==> src/rtl/led_bank_arbiter.sv <==
// Two-requester LED bank arbiter with minimum dwell and a free-running idle pattern.
// Ownership alternates on ties; the LED output is registered one cycle behind the state.
module led_bank_arbiter #(
    parameter int TICK_DIV    = 12500000,
    parameter int DWELL_TICKS = 4
) (
    input  logic       clk,
    input  logic       rst,
    input  logic [1:0] req,
    input  logic [3:0] req_led0,
    input  logic [3:0] req_led1,
    input  logic [1:0] pat_mode,
    output logic [1:0] gnt,
    output logic [3:0] led,
    output logic       busy
);

    localparam int PW = (TICK_DIV > 2) ? $clog2(TICK_DIV) : 1;
    localparam int DW = (DWELL_TICKS > 1) ? $clog2(DWELL_TICKS + 1) : 1;
    localparam logic [PW-1:0] PMAX = PW'(TICK_DIV - 1);
    localparam logic [DW-1:0] DMAX = DW'(DWELL_TICKS);

    typedef enum logic [1:0] {IDLE, OWN0, OWN1} state_t;

    state_t        state_q, state_d;
    logic [PW-1:0] presc_q, presc_d;
    logic [3:0]    step_q, step_d;
    logic [1:0]    mode_q;
    logic [DW-1:0] dwell_q;
    logic          last_q;
    logic [1:0]    gnt_q;
    logic          busy_q;
    logic [3:0]    led_q;
    logic [3:0]    pat;
    logic          tick;
    logic          dwell_done;

    assign tick       = (presc_q == PMAX);
    assign dwell_done = (dwell_q == DMAX);

    always_comb begin
        presc_d = tick ? '0 : presc_q + 1'b1;
        step_d  = step_q;
        if (pat_mode != mode_q)
            step_d = 4'd0;
        else if (tick)
            step_d = step_q + 4'd1;
    end

    // Pattern follows the registered mode so it changes together with the step clear.
    always_comb begin
        pat = 4'b0000;
        case (mode_q)
            2'b00: pat = 4'b0000;
            2'b01: pat = 4'b0001 << step_q[1:0];
            2'b10: pat = {4{step_q[0]}};
            2'b11: pat = step_q;
            default: pat = 4'b0000;
        endcase
    end

    always_comb begin
        state_d = state_q;
        case (state_q)
            IDLE: begin
                if (req[0] && (!req[1] || last_q))
                    state_d = OWN0;
                else if (req[1])
                    state_d = OWN1;
            end
            OWN0: begin
                if (!req[0])
                    state_d = req[1] ? OWN1 : IDLE;
                else if (req[1] && dwell_done)
                    state_d = OWN1;
            end
            OWN1: begin
                if (!req[1])
                    state_d = req[0] ? OWN0 : IDLE;
                else if (req[0] && dwell_done)
                    state_d = OWN0;
            end
            default: state_d = IDLE;
        endcase
    end

    always_ff @(posedge clk) begin
        if (rst) begin
            presc_q <= '0;
            step_q  <= 4'd0;
            mode_q  <= pat_mode;
        end else begin
            presc_q <= presc_d;
            step_q  <= step_d;
            mode_q  <= pat_mode;
        end
    end

    always_ff @(posedge clk) begin
        if (rst) begin
            state_q <= IDLE;
            gnt_q   <= 2'b00;
            busy_q  <= 1'b0;
            dwell_q <= '0;
            last_q  <= 1'b1;
            led_q   <= 4'b0000;
        end else begin
            state_q <= state_d;
            gnt_q   <= {state_d == OWN1, state_d == OWN0};
            busy_q  <= (state_d != IDLE);
            if (state_d != state_q)
                dwell_q <= '0;
            else if (tick && state_q != IDLE && !dwell_done)
                dwell_q <= dwell_q + 1'b1;
            if (state_d == OWN0 && state_q != OWN0)
                last_q <= 1'b0;
            else if (state_d == OWN1 && state_q != OWN1)
                last_q <= 1'b1;
            case (state_q)
                OWN0:    led_q <= req_led0;
                OWN1:    led_q <= req_led1;
                default: led_q <= pat;
            endcase
        end
    end

    assign gnt  = gnt_q;
    assign busy = busy_q;
    assign led  = led_q;

endmodule

==> config.mk <==
export PLATFORM = sky130hd
export DESIGN_NAME = led_bank_arbiter
export DESIGN_NICKNAME = d
export VERILOG_FILES = /design/src/rtl/led_bank_arbiter.sv
export SDC_FILE = /design/constraint.sdc
export NUM_CORES = 1
export LEC_CHECK = 0
export BUFFER_PORTS_ARGS = -buffer_cell sky130_fd_sc_hd__clkbuf_2
export CAP_MARGIN = 0
export CORE_MARGIN = 10
export CORE_UTILIZATION = 58
export DETAILED_ROUTE_END_ITERATION = 8
export GPL_ROUTABILITY_DRIVEN = 0
export PLACE_DENSITY = 0.78
export RECOVER_POWER = 100
export SLEW_MARGIN = 20
export SYNTH_ARGS = -nofsm -noshare
export SYNTH_HDL_FRONTEND = slang
export SYNTH_SLANG_ARGS = --single-unit
==> constraint.sdc <==
create_clock -name clk -period 2.3 [get_ports clk]
set_input_delay 0.575 -clock clk [delete_from_list [all_inputs] [get_ports clk]]
set_output_delay 0.575 -clock clk [all_outputs]
set_load 0.1 [all_outputs]
==> reports/results.txt <==
Status -> completed
WL met2 -> 1960 um
Vias per cell -> 5.49
Chip height -> 81.5 um
Final min period -> 2.07 ns
Drt total wl -> 4130 um
Mapped Avg Cell Area -> 8.82 um2
Initial DRC count -> 41
# setup viols final -> 0
Initial antenna violation count -> 0
Met3 WL post-DR -> 235 um
Die Width -> 81.5 um
Crit Path Category -> flip-flop to flip-flop
Initial Util -> 60.0%
Overall power -> 1.79 mW
Synth Instances -> 249
Asr flop ratio synth -> 0%
Core Region -> 3660 um2
First-pass GRT wire length -> 7110 um
Post-synth top area cell -> dfxtp_1
Multi-input logic area -> 1240 um2
Slew headroom -> 22.3%
Fin. Hold Viols -> 0
Number of nets in the layout -> 295
Setup crit end kind -> flip-flop
H-tree depth -> 2
CP Launch Type -> flip-flop
Top_reg_cell synth -> dfxtp_1
Gr usage total -> 13.0%
Met1 WL -> 1910 um
TNS Setup -> 0 ns
Diode count -> 0
First-pass DRT Iterations -> 4
Setup bufs post-CTS -> 0
IO Pins -> 21
Top cell type's share of synthesized area -> 39.2%
Final Max Slew Viols -> 0
Sequential share of the synthesized area -> 39.2%
Main area contributors after synthesis -> dfxtp_1, xor2_1, ha_1
Highest routed layer -> met4
Buffers on Ports -> 20
Reg area -> 861 um2
Largest net degree at the start of global routing -> 25
Worst vdd rail ir drop -> 360 uV
Worst-Skew Late Latency -> 0.29 ns
Row count -> 22
CTS Buffer Depth -> 2
Netlist cell types -> 42
Clock Sinks -> 43
Setup Skew -> 0.00920 ns
DP Wirelength -> 3070 um
Worst hold path class -> input port to flip-flop
Slew @ Worst Pin -> 1.17 ns
Antenna Nets Post-Route -> 0
Critical Path RT -> 2.48 ns
CP Data Arrival Time -> 2.25 ns
Seq cells post-synth -> 43
Clock root cell -> clkbuf_8
Number of gates resized after CTS -> 0
Number of flops mapped to enable cells by yosys -> 0
Drt wl/cell -> 13.0 um
CTS tree -> built
Share of cells above drive strength 1 -> 11.5%
RSZ-0062 raised after global routing -> no
Max Clock Freq -> 484 MHz
Max Cap Violations -> 0
GRT overflow -> 0
Leak -> 0.926 nW
Part of the cycle the worst path needs -> 89.8%
Post-synth net total -> 274
Cts hold-fix bufs -> 0
Area Growth Syn to Fin -> 9.34%
Die Footprint -> 6650 um2
Crit-path max FO -> 8
Number of synthesis warnings -> 0
Fillers -> 322
Clock transition at the registers of the reported paths -> 0.08 ns
P per Cell Area -> 746 nW/um2
Residual DRC -> 0
Vias -> 1,746
Synthesized area -> 2200 um2
Num CTS Buffers -> 5
Vias in the first global route -> 1,666
## final cells by class
type / instances / area share, %
Multi-Input combinational cell: 187 / 51.8
Sequential cell: 43 / 35.8
Timing Repair Buffer: 23 / 4.64
Clock buffer: 6 / 3.44
Tap cell: 48 / 2.50
Inverter: 10 / 1.56
Clock inverter: 1 / 0.208
## metrics by stage
stage / utilization, % / instance area (um2) / hold WS [ns] / cells / setup WS, ns
floorplan: - / 2200 / 0.418 / 249 / 0.331
global placement: 63.7 / 2330 / 0.429 / 311 / 0.214
detailed placement: 63.7 / 2330 / 0.437 / 311 / 0.169
CTS: 66.1 / 2420 / 0.397 / 318 / 0.233
global route: 65.6 / 2400 / 0.423 / 318 / 0.115
finish: 65.6 / 2400 / 0.419 / 318 / 0.235
## worst max-delay path: stages (launching register included)
cell and delay, ns:
dfxtp_1 0.48, ha_1 0.34, a21boi_2 0.27, nor3_1 0.10, or4_1 0.48, a211o_1 0.30
## per-layer routing
| metal | up-vias | track usage [%] |
|---|---|---|
| li1 | 906 | - |
| met1 | 811 | 15.1 |
| met2 | 25 | 22.5 |
| met3 | 4 | 4.37 |
| met4 | 0 | 3.11 |
| met5 | - | 0 |
## cells in the mapped netlist, types with 2 or more instances
library cell	instances
a22oi_1	5
xnor2_1	11
nor4_1	3
a21oi_1	2
nand3_1	17
o21bai_1	2
mux2i_1	3
nand2b_1	5
mux2_2	3
nand4_1	6
nand2_1	17
dfxtp_1	43
nand3b_1	3
clkbuf_1	2
nor2_1	36
or3_1	3
inv_1	10
a31oi_1	2
xor2_1	17
nor3_1	9
and3_1	6
nand4b_1	2
and4_1	2
a221oi_1	4
a21boi_2	2
and2_1	3
ha_1	11
buf_2	6
## state kept, by name, summed over array words and instances (netlist names)
register  flops
presc_q      24
led           4
step_q        4
dwell_q       3
gnt           2
mode_q        2
state_q       2
busy          1
last_q        1
## cell families after synthesis
family	after synthesis	synth area share, %
compound gates	24	8.94
xor+xnor	28	11.2
fa+ha+maj	11	6.26
buf+inv	19	3.93
flops	43	39.2
mux	6	2.90
simple gates	118	27.6
## path summary, 6_finish.rpt
path	to	startpoint	cells after the start	slack (ns)
setup / recovery	last_q	state_q[1]	5	0.23
hold / removal	mode_q[0]	pat_mode[0]	1	0.42
hold reg to reg	presc_q[0]	presc_q[0]	1	0.45
setup reg to reg	last_q	state_q[1]	5	0.23
## cells in the final DEF (no fill, tap or decap), types with 2 or more instances in the layout
cell type	synthesis	layout
and3_1	6	6
clkbuf_1	2	9
a221oi_1	4	4
nand3b_1	3	3
and4_1	2	2
dfxtp_1	43	43
nor3_1	9	10
mux2i_1	3	3
ha_1	11	11
xnor2_1	11	11
a31oi_1	2	2
nand2b_1	5	5
nand4_1	6	6
xor2_1	17	17
mux2_2	3	3
inv_1	10	10
nor4_1	3	3
nand4b_1	2	2
buf_4	0	2
clkbuf_8	0	6
clkbuf_2	0	11
nor2_1	36	36
or3_1	3	3
a22oi_1	5	5
a21boi_2	2	2
and2_1	3	2
o21bai_1	2	2
nand2_1	17	17
nand3_1	17	17
a21oi_1	2	2
## power by group
part / switching [mW] / leakage, nW / internal [mW]
logic: 0.364 / 0.529 / 0.130
clock network: 0.238 / 0.0470 / 0.235
registers: 0.0320 / 0.350 / 0.792
total: 0.635 / 0.926 / 1.16
(Power assumes the default switching activity.)
